### src/rtl/reg_bank_arbiter_if.sv
// Requester-side write bus for reg_bank_arbiter.
// Carries one valid/lock/address/data lane per requester and the one-hot
// ready (grant) vector returned by the arbiter.
//   req_valid  requester i has a write pending
//   req_lock   requester i wants to keep the grant after this write
//   req_addr   packed addresses, lane i at [i*ADDR_W +: ADDR_W]
//   req_data   packed write data, lane i at [i*DATA_W +: DATA_W]
//   req_ready  one-hot grant, a subset of req_valid
// Modports: master (requester logic), slave (arbiter).
interface reg_bank_arbiter_if #(
  parameter int unsigned NUM_REQ = 4,
  parameter int unsigned ADDR_W  = 2,
  parameter int unsigned DATA_W  = 4
);
  logic [NUM_REQ-1:0]        req_valid;
  logic [NUM_REQ-1:0]        req_lock;
  logic [NUM_REQ*ADDR_W-1:0] req_addr;
  logic [NUM_REQ*DATA_W-1:0] req_data;
  logic [NUM_REQ-1:0]        req_ready;

  modport master (
    output req_valid, req_lock, req_addr, req_data,
    input  req_ready
  );

  modport slave (
    input  req_valid, req_lock, req_addr, req_data,
    output req_ready
  );
endinterface

### src/rtl/reg_bank_arbiter.sv
// Shared register bank with a round-robin write arbiter and bounded locking.
// One write per cycle is granted; a locked owner keeps the grant for at most
// LOCK_MAX consecutive writes. A separate registered read port returns the
// bank contents with one cycle of latency (old value on a same-cycle write).
// Ports:
//   clk        rising-edge clock
//   rst_n      asynchronous active-low reset
//   bus        requester write bus (slave modport of reg_bank_arbiter_if)
//   rd_addr    read address
//   rd_data    registered read data, 0 for out-of-range addresses
//   busy       high while a requester holds the lock
// Optional: define REG_ARB_STATS_EN to add stats_clr (synchronous clear) and
//   grant_cnt (per-requester saturating 8-bit count of accepted writes).
module reg_bank_arbiter #(
  parameter int unsigned NUM_REQ  = 4,
  parameter int unsigned DATA_W   = 4,
  parameter int unsigned NUM_REGS = 4,
  parameter int unsigned ADDR_W   = 2,
  parameter int unsigned LOCK_MAX = 3
) (
  input  logic                      clk,
  input  logic                      rst_n,
  reg_bank_arbiter_if.slave         bus,
  input  logic [ADDR_W-1:0]         rd_addr,
  output logic [DATA_W-1:0]         rd_data,
  output logic                      busy
`ifdef REG_ARB_STATS_EN
  ,
  input  logic                      stats_clr,
  output logic [NUM_REQ*8-1:0]      grant_cnt
`endif
);

  localparam int unsigned PTR_W = $clog2(NUM_REQ);
  localparam int unsigned CNT_W = $clog2(LOCK_MAX + 1);

  typedef enum logic [0:0] {StIdle, StLocked} state_e;

  state_e             state_q;
  logic [PTR_W-1:0]   ptr_q;
  logic [PTR_W-1:0]   owner_q;
  logic [CNT_W-1:0]   cnt_q;
  logic [DATA_W-1:0]  bank_q [NUM_REGS];

  logic [NUM_REQ-1:0] grant;
  logic [PTR_W-1:0]   gnt_idx;
  logic [PTR_W-1:0]   ptr_next;
  logic               fire;
  logic               found;
  int unsigned        idx;
  logic [ADDR_W-1:0]  wr_addr;
  logic [DATA_W-1:0]  wr_data;
  logic               wr_in_range;
  logic               rd_in_range;

  // Grant selection: rotating priority from ptr_q when idle, owner only when locked.
  always_comb begin
    grant   = '0;
    gnt_idx = '0;
    found   = 1'b0;
    idx     = 0;
    if (state_q == StIdle) begin
      for (int k = 0; k < NUM_REQ; k++) begin
        idx = 32'(ptr_q) + 32'(k);
        if (idx >= NUM_REQ) idx = idx - NUM_REQ;
        if (!found && bus.req_valid[idx]) begin
          found      = 1'b1;
          grant[idx] = 1'b1;
          gnt_idx    = PTR_W'(idx);
        end
      end
    end else if (bus.req_valid[owner_q]) begin
      grant[owner_q] = 1'b1;
      gnt_idx        = owner_q;
    end
    // Reset is asynchronous, so the combinational grant must drop with it.
    if (!rst_n) grant = '0;
  end

  assign bus.req_ready = grant;
  assign fire          = |grant;
  assign ptr_next      = (32'(gnt_idx) == NUM_REQ - 1) ? '0 : gnt_idx + PTR_W'(1);

  assign wr_addr     = bus.req_addr[32'(gnt_idx)*ADDR_W +: ADDR_W];
  assign wr_data     = bus.req_data[32'(gnt_idx)*DATA_W +: DATA_W];
  assign wr_in_range = 32'(wr_addr) < NUM_REGS;
  assign rd_in_range = 32'(rd_addr) < NUM_REGS;

  // Arbiter FSM. cnt_q counts grants already taken in the current lock, so
  // the owner leaves once the grant just accepted makes LOCK_MAX in total.
  always_ff @(posedge clk or negedge rst_n) begin
    if (!rst_n) begin
      state_q <= StIdle;
      ptr_q   <= '0;
      owner_q <= '0;
      cnt_q   <= '0;
      busy    <= 1'b0;
    end else begin
      if (fire) ptr_q <= ptr_next;
      unique case (state_q)
        StIdle: begin
          if (fire && bus.req_lock[gnt_idx] && (LOCK_MAX > 1)) begin
            state_q <= StLocked;
            owner_q <= gnt_idx;
            cnt_q   <= CNT_W'(1);
            busy    <= 1'b1;
          end
        end
        StLocked: begin
          if (fire && bus.req_lock[owner_q] && (32'(cnt_q) + 1 < LOCK_MAX)) begin
            cnt_q <= cnt_q + CNT_W'(1);
          end else begin
            // Bound reached, lock released, or owner went idle.
            state_q <= StIdle;
            cnt_q   <= '0;
            busy    <= 1'b0;
          end
        end
        default: begin
          state_q <= StIdle;
          busy    <= 1'b0;
        end
      endcase
    end
  end

  // Storage and read port; the read samples bank_q before this edge's write.
  always_ff @(posedge clk or negedge rst_n) begin
    if (!rst_n) begin
      for (int i = 0; i < NUM_REGS; i++) bank_q[i] <= '0;
      rd_data <= '0;
    end else begin
      if (fire && wr_in_range) bank_q[wr_addr] <= wr_data;
      rd_data <= rd_in_range ? bank_q[rd_addr] : '0;
    end
  end

`ifdef REG_ARB_STATS_EN
  logic [7:0] stat_q [NUM_REQ];

  always_ff @(posedge clk or negedge rst_n) begin
    if (!rst_n) begin
      for (int i = 0; i < NUM_REQ; i++) stat_q[i] <= '0;
    end else begin
      for (int i = 0; i < NUM_REQ; i++) begin
        if (stats_clr) begin
          stat_q[i] <= '0;
        end else if (grant[i] && (stat_q[i] != 8'hFF)) begin
          stat_q[i] <= stat_q[i] + 8'd1;
        end
      end
    end
  end

  always_comb begin
    grant_cnt = '0;
    for (int i = 0; i < NUM_REQ; i++) grant_cnt[i*8 +: 8] = stat_q[i];
  end
`endif

endmodule

### src/flat_wrapper.sv
// flat-port wrapper written by rule: the top's interface ports become plain ports
module reg_bank_arbiter_flat 
#(
  parameter int unsigned NUM_REQ  = 4,
  parameter int unsigned DATA_W   = 4,
  parameter int unsigned NUM_REGS = 4,
  parameter int unsigned ADDR_W   = 2,
  parameter int unsigned LOCK_MAX = 3
)
  (clk, rst_n, rd_addr, rd_data, busy, bus_req_valid, bus_req_lock, bus_req_addr, bus_req_data, bus_req_ready);
  reg_bank_arbiter_if #(.NUM_REQ(NUM_REQ), .ADDR_W(ADDR_W), .DATA_W(DATA_W)) bus_i ();
  input  logic clk;
  input  logic rst_n;
  input  logic [ADDR_W-1:0] rd_addr;
  output logic [DATA_W-1:0] rd_data;
  output logic busy;
  input wire logic [$bits(bus_i.req_valid)-1:0] bus_req_valid;
  input wire logic [$bits(bus_i.req_lock)-1:0] bus_req_lock;
  input wire logic [$bits(bus_i.req_addr)-1:0] bus_req_addr;
  input wire logic [$bits(bus_i.req_data)-1:0] bus_req_data;
  output wire logic [$bits(bus_i.req_ready)-1:0] bus_req_ready;
  assign bus_i.req_valid = bus_req_valid;
  assign bus_i.req_lock = bus_req_lock;
  assign bus_i.req_addr = bus_req_addr;
  assign bus_i.req_data = bus_req_data;
  assign bus_req_ready = bus_i.req_ready;
  reg_bank_arbiter #(.NUM_REQ(NUM_REQ), .DATA_W(DATA_W), .NUM_REGS(NUM_REGS), .ADDR_W(ADDR_W), .LOCK_MAX(LOCK_MAX)) u_core (.clk(clk), .rst_n(rst_n), .bus(bus_i), .rd_addr(rd_addr), .rd_data(rd_data), .busy(busy));
endmodule
### config.mk
export PLATFORM = sky130hd
export DESIGN_NAME = reg_bank_arbiter_flat
export DESIGN_NICKNAME = d
export VERILOG_FILES = /design/src/rtl/reg_bank_arbiter_if.sv /design/src/rtl/reg_bank_arbiter.sv /design/src/flat_wrapper.sv
export SDC_FILE = /design/constraint.sdc
export NUM_CORES = 1
export LEC_CHECK = 0
export ABC_AREA = 1
export ABC_CLOCK_PERIOD_IN_PS = 3500
export BUFFER_PORTS_ARGS = -buffer_cell sky130_fd_sc_hd__buf_2
export CORE_ASPECT_RATIO = 0.7
export CORE_MARGIN = 2
export CORE_UTILIZATION = 45
export DETAILED_ROUTE_END_ITERATION = 6
export PLACE_DENSITY_LB_ADDON = 0.25
export RECOVER_POWER = 50
export SLEW_MARGIN = 5
export SYNTH_ARGS = -nofsm -noshare
export SYNTH_HDL_FRONTEND = slang
export SYNTH_SLANG_ARGS = --single-unit
### constraint.sdc
create_clock -name clk -period 3.5 [get_ports clk]
set_clock_uncertainty 0.05 [all_clocks]
set_input_delay 0.875 -clock clk [delete_from_list [all_inputs] [get_ports clk]]
set_output_delay 0.875 -clock clk [all_outputs]
set_load 0.01 [all_outputs]
==> results.ini <==
[run_status]
status=finished clean

[drt]
drt-pass1-iter-count=4
drc=0
drt_iter0_markers=169
postRouteAntennaNets=0
wl_per_cell_um=12.79
avgViaCountPerCell=5.049
vias=2262
totalWireLength_um=5728

[sta]
worstMarginPinSlew_ps=1477
fmax_mhz=304.8
drv_slew=0
setup_viol=0
hold_violations=0
fin_crit_ps=3281
hold_slack_ps=441.4
relSlewSlack_pct=1.516
finalSetupTns_ps=0
period_share_pct=93.73
rsz0062_at_grt=no

[hold_path]
min_from=u_core.bank_q[1]
min_to=u_core.bank_q[1]
hold_class=reg -> reg
holdPathStages=2

[cts]
cts_tree=done
post_cts_buffers=0
htree_num_levels=1
numClockSinks=28
cts_hold_buf=0
ctsResizeCount=0
clk_path_buf_depth=2
clkTransAtPathRegs_ps=90
clk-insertion-delay-late_ps=270
cts_root_buffer=clkbuf_8
cts_buffers=3

[placement]
gp_congestion=0.9694
hpwl_um=4591
portBuffers=44

[worst_setup_path]
crit_chain=inv_1, ha_1, inv_1, nand3_1, nand2_2, nand2_1, nor2_2, nand2_1, nand3_1, nand2_1, inv_1, buf_2
ff2ff_path_depth=17
cp_max_fo=6
critPathTopFamily=simple AND/OR/NAND/NOR gates
critPathBufInv=4
reg2reg_from=u_core.ptr_q[1]
cp_num_cells=12
arrival_ps=2360
r2r_slack_ps=460
critPathMaxStageDelay_ps=480
crit_start=u_core.ptr_q[1]
cpMaxStageDelayCell=dfrtp_1
cp.required_ps=2570
cp-start-kind=flip-flop
endpoint_kind=output port
reg2reg_to=u_core.bank_q[8]
critical_path_class=reg -> out

[final_layout]
diodes=0
fillCellCount=514
layout-drive-gt1-share_pct=22.96
final_nets=424
multiInputGateArea_sq_um=1420
area_growth_pct=13.18
regArea_sq_um=700.7

[floorplan]
die_h_um=64.15
fp.dieW_um=89.93
coreArea_sq_um=4887
die-area_sq_um=5769
pin_count=45
start_util_pct=47.59
core.rowCount=21

[global_routing]
grt_max_degree=29
grt_pass1_wl_um=9846
grt_pass1_vias=2024
antenna_found_initial=0
overflow=0
grt_util_all_layers_pct=20.82

[synthesis]
avgSynthCellArea_sq_um=6.902
synth.distinct_cells=34
synthesis.area_sq_um=2326
ys_ff_latch=28
synth_nets=380
yosys_warnings=0
synth_cells=337
seq_area_frac_synth_pct=30.12

[flow_run]
cap_violations=0

[cell type report]
class,instances,share of cell area [%]
multi-input cells,263,53.94
flip-flops and latches,28,26.62
repair buffers,47,8.983
inverters,38,5.608
well taps,69,3.279
clock buffers,3,1.568
[cell usage in the layout (no fill, tap or decap), types with 2 or more instances in the layout]
cell / count
buf_2: 42
buf_4: 2
nand2_4: 4
nand3_2: 9
o31ai_1: 2
nor2_2: 3
clkbuf_8: 3
nand2_2: 13
nor2_1: 15
ha_1: 7
nand3_1: 45
o21ai_0: 9
nor2_4: 4
nor3_1: 3
or2_0: 4
o22ai_1: 4
dfrtp_1: 28
o211ai_1: 4
clkbuf_1: 3
a21oi_1: 13
o21ai_1: 2
inv_1: 36
nand4_1: 7
nand2_1: 106
[through the flow]
step	util, %	cell area, sq um	setup WS [ps]	instances
after floorplan	-	2326	876.8	337
after global placement	53.15	2597	575.8	445
after detailed placement	53.15	2597	521.3	445
after CTS	53.99	2639	233.3	448
after global routing	53.87	2633	31.04	448
final	53.87	2633	219.3	448
[metal layers]
metal | global-route usage [%] | part of all wire, %
met4 | 1.731 | 0
met5 | 0 | 0
met2 | 27.84 | 36
met3 | 5.071 | 8.1
met1 | 34.27 | 56
[Yosys cell counts, drive strengths merged]
cell type	n	area share, %
buf	7	2.3
nand3	55	14
o21bai	2	0.81
o31ai	2	0.65
clkbuf	1	0.16
o21ai	11	2.4
a211oi	1	0.32
ha	7	3.8
or2	4	1.1
nor4	1	0.27
nand2	123	23
nor2	23	6.0
dfrtp	28	30
a21boi	1	0.32
nor3	3	0.65
a21oi	14	3.2
o22ai	4	1.1
nand4	8	2.4
inv	38	6.3
o211ai	4	1.3
[kinds of logic after synthesis]
group	share of synthesized area [%]
and+or+nand+nor	47.28
buffers and inverters	8.822
AOI/OAI and AO/OA	10.01
DFF	30.12
adders and majority gates	3.765
[worst max path at each step]
stage | endpoint | slack (ps)
4_1_cts | bus_req_ready[2] | 230
3_3_place_gp | bus_req_ready[2] | 580
5_1_grt | bus_req_ready[2] | 30
6_report | bus_req_ready[2] | 220
3_5_place_dp | bus_req_ready[2] | 520
2_1_floorplan | bus_req_ready[2] | 880
[state kept, by name, indices dropped and copies added, names as in the netlist]
signal,count
u_core.ptr_q,2
u_core.rd_data,4
u_core.busy,1
u_core.owner_q,2
u_core.bank_q,16
u_core.state_q,1
u_core.cnt_q,2
[tightest hold or removal path, cell delays in order, from the launching register on]
cell and delay [ps]:
dfrtp_1 360, nand2_1 50, nand2_1 50
Power is left out: the tool's default activity adds up to more than one toggle a clock period on the data nets, which glitch-free logic cannot reach.
